==> src/rtl/clk_en_sched_if.sv <==
// Divide-ratio configuration handshake between a host and clk_en_sched.
interface clk_en_sched_if #(
  parameter int unsigned CNT_W = 8
) ();
  logic             cfg_valid;
  logic [CNT_W-1:0] cfg_div;
  logic             cfg_ready;

  modport master (output cfg_valid, output cfg_div, input cfg_ready);
  modport slave  (input cfg_valid, input cfg_div, output cfg_ready);
endinterface

==> src/rtl/clk_en_sched.sv <==
// Run-time programmable clock-enable scheduler: tick every N cycles and a
// 2N-period square wave; ratio changes, start and stop land on period edges.
module clk_en_sched #(
  parameter int unsigned CNT_W   = 8,
  parameter int unsigned DEF_DIV = 2
) (
  input  logic             clk,
  input  logic             reset,
  input  logic             run,
  clk_en_sched_if.slave    cfg,
  output logic             tick,
  output logic             div_out,
  output logic             busy,
  output logic [CNT_W-1:0] cur_div
);

  typedef enum logic [1:0] {
    IDLE  = 2'd0,
    RUN   = 2'd1,
    DRAIN = 2'd2
  } state_t;

  state_t           state;
  logic [CNT_W-1:0] cnt;
  logic [CNT_W-1:0] act_div;
  logic [CNT_W-1:0] pend_div;
  logic             pend;

  logic             cfg_ready_c;
  logic             xfer_c;
  logic             wrap_c;
  logic [CNT_W-1:0] cfg_div_c;

  // Handshake decode, period-end detect and zero-ratio clamp.
  always_comb begin
    cfg_ready_c = (state == IDLE) || !pend;
    xfer_c      = cfg.cfg_valid && cfg_ready_c;
    wrap_c      = (cnt == (act_div - CNT_W'(1)));
    cfg_div_c   = (cfg.cfg_div == '0) ? CNT_W'(1) : cfg.cfg_div;
  end

  assign cfg.cfg_ready = cfg_ready_c;
  assign cur_div       = act_div;

  // Scheduler state, counter, ratio registers and registered strobes.
  always_ff @(posedge clk or negedge reset) begin
    if (!reset) begin
      state    <= IDLE;
      cnt      <= '0;
      act_div  <= CNT_W'(DEF_DIV);
      pend_div <= CNT_W'(DEF_DIV);
      pend     <= 1'b0;
      tick     <= 1'b0;
      div_out  <= 1'b0;
      busy     <= 1'b0;
    end else begin
      case (state)
        IDLE: begin
          cnt     <= '0;
          tick    <= 1'b0;
          div_out <= 1'b0;
          // A ratio accepted together with run already governs the first period.
          if (xfer_c) act_div <= cfg_div_c;
          if (run) begin
            state <= RUN;
            busy  <= 1'b1;
          end
        end
        RUN, DRAIN: begin
          if (wrap_c) begin
            cnt  <= '0;
            tick <= 1'b1;
            // Only a ratio pending before this edge applies here.
            if (pend) begin
              act_div <= pend_div;
              pend    <= 1'b0;
            end
          end else begin
            cnt  <= cnt + CNT_W'(1);
            tick <= 1'b0;
          end
          // ready implies !pend here, so this never collides with the apply.
          if (xfer_c) begin
            pend_div <= cfg_div_c;
            pend     <= 1'b1;
          end
          if (run) begin
            state <= RUN;
            busy  <= 1'b1;
            if (wrap_c) div_out <= ~div_out;
          end else if ((state == DRAIN) && wrap_c) begin
            state   <= IDLE;
            busy    <= 1'b0;
            div_out <= 1'b0;
          end else begin
            state <= DRAIN;
            if (wrap_c) div_out <= ~div_out;
          end
        end
        default: begin
          state <= IDLE;
          busy  <= 1'b0;
        end
      endcase
    end
  end

endmodule

==> src/flat_wrapper.sv <==
// flat-port wrapper written by rule: the top's interface ports become plain ports
module clk_en_sched_flat 
#(
  parameter int unsigned CNT_W   = 8,
  parameter int unsigned DEF_DIV = 2
)
  (clk, reset, run, tick, div_out, busy, cur_div, cfg_cfg_valid, cfg_cfg_div, cfg_cfg_ready);
  clk_en_sched_if #(.CNT_W(CNT_W)) cfg_i ();
  input  logic clk;
  input  logic reset;
  input  logic run;
  output logic tick;
  output logic div_out;
  output logic busy;
  output logic [CNT_W-1:0] cur_div;
  input wire logic [$bits(cfg_i.cfg_valid)-1:0] cfg_cfg_valid;
  input wire logic [$bits(cfg_i.cfg_div)-1:0] cfg_cfg_div;
  output wire logic [$bits(cfg_i.cfg_ready)-1:0] cfg_cfg_ready;
  assign cfg_i.cfg_valid = cfg_cfg_valid;
  assign cfg_i.cfg_div = cfg_cfg_div;
  assign cfg_cfg_ready = cfg_i.cfg_ready;
  clk_en_sched #(.CNT_W(CNT_W), .DEF_DIV(DEF_DIV)) u_core (.clk(clk), .reset(reset), .run(run), .cfg(cfg_i), .tick(tick), .div_out(div_out), .busy(busy), .cur_div(cur_div));
endmodule
==> config.mk <==
export PLATFORM = sky130hd
export DESIGN_NAME = clk_en_sched_flat
export DESIGN_NICKNAME = d
export VERILOG_FILES = /design/src/rtl/clk_en_sched_if.sv /design/src/rtl/clk_en_sched.sv /design/src/flat_wrapper.sv
export SDC_FILE = /design/constraint.sdc
export NUM_CORES = 1
export LEC_CHECK = 0
export BUFFER_PORTS_ARGS = -buffer_cell sky130_fd_sc_hd__buf_4
export CORE_MARGIN = 4
export CORE_UTILIZATION = 57
export DETAILED_ROUTE_END_ITERATION = 8
export PLACE_DENSITY = 0.81
export SKIP_CTS_REPAIR_TIMING = 1
export SLEW_MARGIN = 20
export SYNTH_ARGS = -nofsm -noshare
export SYNTH_HDL_FRONTEND = slang
export SYNTH_SLANG_ARGS = --single-unit
==> constraint.sdc <==
create_clock -name clk -period 3.7 [get_ports clk]
set_input_delay 0.37 -clock clk [delete_from_list [all_inputs] [get_ports clk]]
set_output_delay 0.37 -clock clk [all_outputs]
set_load 0.01 [all_outputs]
; ---- Word level (Yosys, flattened, before mapping)
; Cells that the tools add are included.
[word_totals]
register_bits = 30
input_bits = 12
out_inout_bits = 12
wordCells = 55
[op_classes]
add_sub_neg = 2
n_eq_ne = 8
n_mux = 23
bitwise = 1
n_reduce_logical = 13
[op_table]
columns = operator, n
row1 = two-way mux 8 bit, 5
row2 = case mux 8 bit (2 select lines), 2
row3 = two-way mux 1 bit, 9
row4 = adder 8 x 1 -> 8 bit (second input constant), 1
row5 = == test 8 bit, 1
row6 = zero test 8 bit, 1
row7 = subtractor 8 x 1 -> 8 bit (second input constant), 1
row8 = two-way mux 2 bit, 3
row9 = != test 2 x 1 -> 1 bit (second input constant), 3
row10 = case mux 1 bit (2 select lines), 3
row11 = AND reduction 2 bit, 3
row12 = case mux 2 bit (2 select lines), 1
row13 = AND reduction 4 bit, 1
row14 = nonzero test 2 bit, 2
row15 = != test 3 x 2 -> 1 bit (second input constant), 1
row16 = == test 2 x 1 -> 1 bit (second input constant), 1
row17 = == test 2 bit (second input constant), 1
row18 = logical AND 1 bit, 2
row19 = zero test 2 bit, 1
row20 = != test 2 bit (second input constant), 1
row21 = OR reduction 2 bit, 1
row22 = zero test 1 bit, 1
row23 = logical OR 1 bit, 1
row24 = NOT 1 bit, 1

; ---- Longest topological paths before layout
[logic_depth]
ltp_word = 6
mapped_depth = 11
mapped_depth_nobuf = 8

; ---- Worst setup path before layout
; Ideal clock, no wire load.
[synth_timing]
path_type = register -> register
startpoint = reg u_core.act_div[1], in the netlist u_core.cur_div[1]
endpoint = reg u_core.act_div[2], in the netlist u_core.cur_div[2]
setup_ns = 0.126
t_arrival_ns = 2.537
t_required_ns = 3.574
path_slack_ns = 1.037
stages_incl_launch_ff = 10
path_buffers = 1
synth_period_minus_slack_ns = 2.663
cell_sequence = dfstp_2 -> inv_1 -> ha_1 -> buf_6 -> o21bai_1 -> a2111oi_0 -> a311oi_2 -> a221oi_4 -> o211ai_4 -> a221o_1
[synth_via]
elab_chain_cells = 4
[synth_rtl]
columns = element, line
row1 = "start, declared", clk_en_sched.sv:25  ; logic [CNT_W-1:0] act_div;
row2 = "start signal, assigned", clk_en_sched.sv:50  ; act_div <= CNT_W'(DEF_DIV);
row3 = "start signal, assigned", clk_en_sched.sv:63  ; if (xfer_c) act_div <= cfg_div_c;
row4 = "start signal, assigned", clk_en_sched.sv:75  ; act_div <= pend_div;
row5 = subtractor 8 x 1 -> 8 bit, clk_en_sched.sv:38  ; wrap_c = (cnt == (act_div - CNT_W'(1)));
row6 = == test 8 bit, clk_en_sched.sv:38
row7 = != test 2 x 1 -> 1 bit (no source line), --
row8 = AND reduction 4 bit (no source line), --
; No other way between the ends.
; A chain may end at the register's enable or synchronous reset.

; ---- Worst setup path after layout
[layout_timing]
startpoint = reg u_core.act_div[0], in the netlist u_core.cur_div[0]
endpoint = reg u_core.act_div[4], in the netlist u_core.cur_div[4]
; The elaborated chain is that of the path after synthesis.

==> metrics.txt <==
first-pass GRT wire length=7190 um; number of global-route vias before repair=1480; RD Place Congestion=0.970; Setup Viol. Count Final=0; nets=229; CTS Buffer Depth=2; Hold Startpoint=run; Via density=6.07; layout cells sized above 1=0.230; worst-path cell chain=inv_1 > ha_1 > o21bai_1 > a2111oi_0 > a311oi_2 > a221oi_4 > and4_1 > a221o_1; Hold Path Class=primary input to register; CP top delay family=compound AO/OA/AOI/OAI gates; r2r setup slk=0.79 ns; initial antenna violation count=0; final hold violation count=0; Reg-to-Reg End=u_core.cur_div[4]; antenna viol nets, final=0; RSZ-0062 raised after global routing=false; Post-Syn Area per Cell=9.75 sq um; Worst Hold Depth=2; Hold EP=u_core.state[1]; Diodes inserted=0; DR WL/cell=16.9 um; Final Util=0.691; synthesized instance count=191; sequential cell area fraction in the yosys report=0.405; Critical R2R Launch=u_core.cur_div[0]; Final Max Tran Viols=0; CTS H-tree lvls=2; pwr dens=807 nW/um^2; Port-buffer cells=23; worst stage delay on the critical path=0.54 ns; clock-pin slew on the worst setup and hold paths=0.10 ns; Die W=65.2 um; CP bufs+invs=1; Die Footprint=4240 sq um; Tmin final=2.91 ns; Placement Rows=20; Crit Path Max Fanout=9; Top Ports=24; required time worst endpoint=3.99 ns; R2R depth=8; slowest library cell on the worst path=dfrtp_1; Die Ht=65.2 um; asr flop ratio synth=1.00; Startpoint Class=register; Area growth, synth to finish=14.2%; Placeable Area=3080 sq um; Total Routing Usage GR=0.220; Setup crit end kind=register; wirelength, routed=4350 um; Netlist Area Pre-Place=1860 sq um; critical path arrival=3.20 ns; Fmax achieved=0.343 GHz; max_cap viols=0; Post-synth EDFFs=0; TritonCTS Buffers=5; Initial DRC Count=117; Sum Neg Setup Slack=0 ns; drt first pass iters=4; status=completed; Syn. warnings=0; Pleak=0.917 nW; clk_skew=0.00341 ns; Skew-Pair Late Insertion Delay=0.34 ns; Worst Tran Pin Value=0.564 ns; Tcrit/Tclk final=0.787; synth unique cells=46; dpl hpwl=3140 um; DR DRC count=0; FF+latch count, synth=30; clk root buf=clkbuf_4; ys flop type=dfrtp_1; Crit Path Category=register to register; Mapped Nets=208; total number of vias=1561; Slew headroom=0.623; largest net degree at the start of global routing=31; Overflow after GRT=0; clock net sink count=30; initial core utilization=0.605; maximum VDD drop=0.452 mV; CTS tree=done
logic make-up (layout without fill, tap and decap cells):
family,after synthesis,in the layout,synth area share
fa+ha+maj,5,5,0.0336
buf+inv,19,41,0.0457
xor+xnor,12,12,0.0565
mux,9,9,0.0538
flops,30,30,0.405
compound gates,47,47,0.196
simple gates,69,69,0.210
final cells by class:
class / count / area (sq um)
fillers: 241 / 952
multi-input cells: 142 / 1020
inverters: 9 / 33.8
clock buffers: 5 / 37.5
clock inverters: 3 / 40.0
well taps: 44 / 55.1
repair buffers: 24 / 183
flip-flops and latches: 30 / 753
flip-flops by register name, indices dropped and copies added (netlist names):
| register | flops |
|---|---|
| u_core.busy | 1 |
| u_core.cnt | 8 |
| u_core.cur_div | 8 |
| u_core.div_out | 1 |
| u_core.pend | 1 |
| u_core.pend_div | 8 |
| u_core.state | 2 |
| u_core.tick | 1 |
worst max-delay path by stage:
| stage | startpoint | to | slack [ns] | depth (start not counted) |
|---|---|---|---|---|
| floorplan | u_core.cur_div[1] | u_core.cur_div[2] | 1.04 | 9 |
| global placement | u_core.cur_div[0] | u_core.cur_div[2] | 0.90 | 8 |
| detailed placement | u_core.cur_div[0] | u_core.cur_div[4] | 0.77 | 8 |
| CTS | u_core.cur_div[0] | u_core.cur_div[4] | 0.79 | 8 |
| global route | u_core.cur_div[0] | u_core.cur_div[5] | 0.61 | 8 |
| finish | u_core.cur_div[0] | u_core.cur_div[4] | 0.79 | 8 |
layer usage:
layer / track usage / wire, um / share of wire
met1: 0.303 / 1910 / 0.44
met2: 0.342 / 2120 / 0.49
met3: 0.0530 / 260 / 0.060
met4: 0.0751 / 63 / 0.014
met5: 0 / 0 / 0
Yosys cell counts (2+ instances only):
cell	number	share of area
dfrtp_1	28	0.38
a21oi_1	15	0.040
nand2_1	15	0.030
nor2b_1	15	0.050
inv_1	9	0.018
mux2_2	8	0.048
o21ai_0	8	0.022
a221o_1	7	0.038
nand3_1	7	0.019
nor3_1	7	0.019
xor2_1	7	0.033
clkbuf_1	6	0.012
nand2b_1	6	0.020
ha_1	5	0.034
xnor2_1	5	0.024
and3_1	4	0.013
a21o_1	2	0.0081
and2_1	2	0.0067
buf_2	2	0.0054
dfstp_2	2	0.028
nor2_1	2	0.0040
nor4_1	2	0.0067
o21bai_1	2	0.0081
or2_2	2	0.0067
or4_1	2	0.0081
through the flow:
stage | cells | power [mW] | area [sq um] | hold WS [ns] | worst slack [ns]
after CTS | 256 | 1.71 | 2120 | -0.0570 | 0.791
after global placement | 248 | 1.41 | 2040 | 0.308 | 0.901
after global routing | 257 | 1.83 | 2130 | 0.242 | 0.605
after detailed placement | 248 | 1.45 | 2040 | 0.317 | 0.774
after floorplan | 191 | 1.21 | 1860 | 0.0744 | 1.04
final | 257 | 1.71 | 2130 | 0.251 | 0.787
cells in the final DEF, fill, tap and decap left out, types with 7 or more instances in the layout:
cell      n
a21oi_1  15
mux2_2    8
xor2_1    7
dfrtp_1  28
nor3_1    7
nand2_1  15
inv_1     9
nand3_1   7
buf_4    23
a221o_1   7
nor2b_1  15
o21ai_0   8
power by group:
part	internal [mW]	switching [mW]
logic	0.408	0.443
registers	0.453	0.149
clock network	0.140	0.123
total	1.00	0.715
worst register-to-register path: cells and delay by family (launching register included):
kind	cells	cell delay, ns
simple gates	1	0.42
flops	1	0.54
fa+ha+maj	1	0.32
compound gates	5	1.44
buf+inv	1	0.13
No activity file was read; power rests on OpenSTA's default activity.
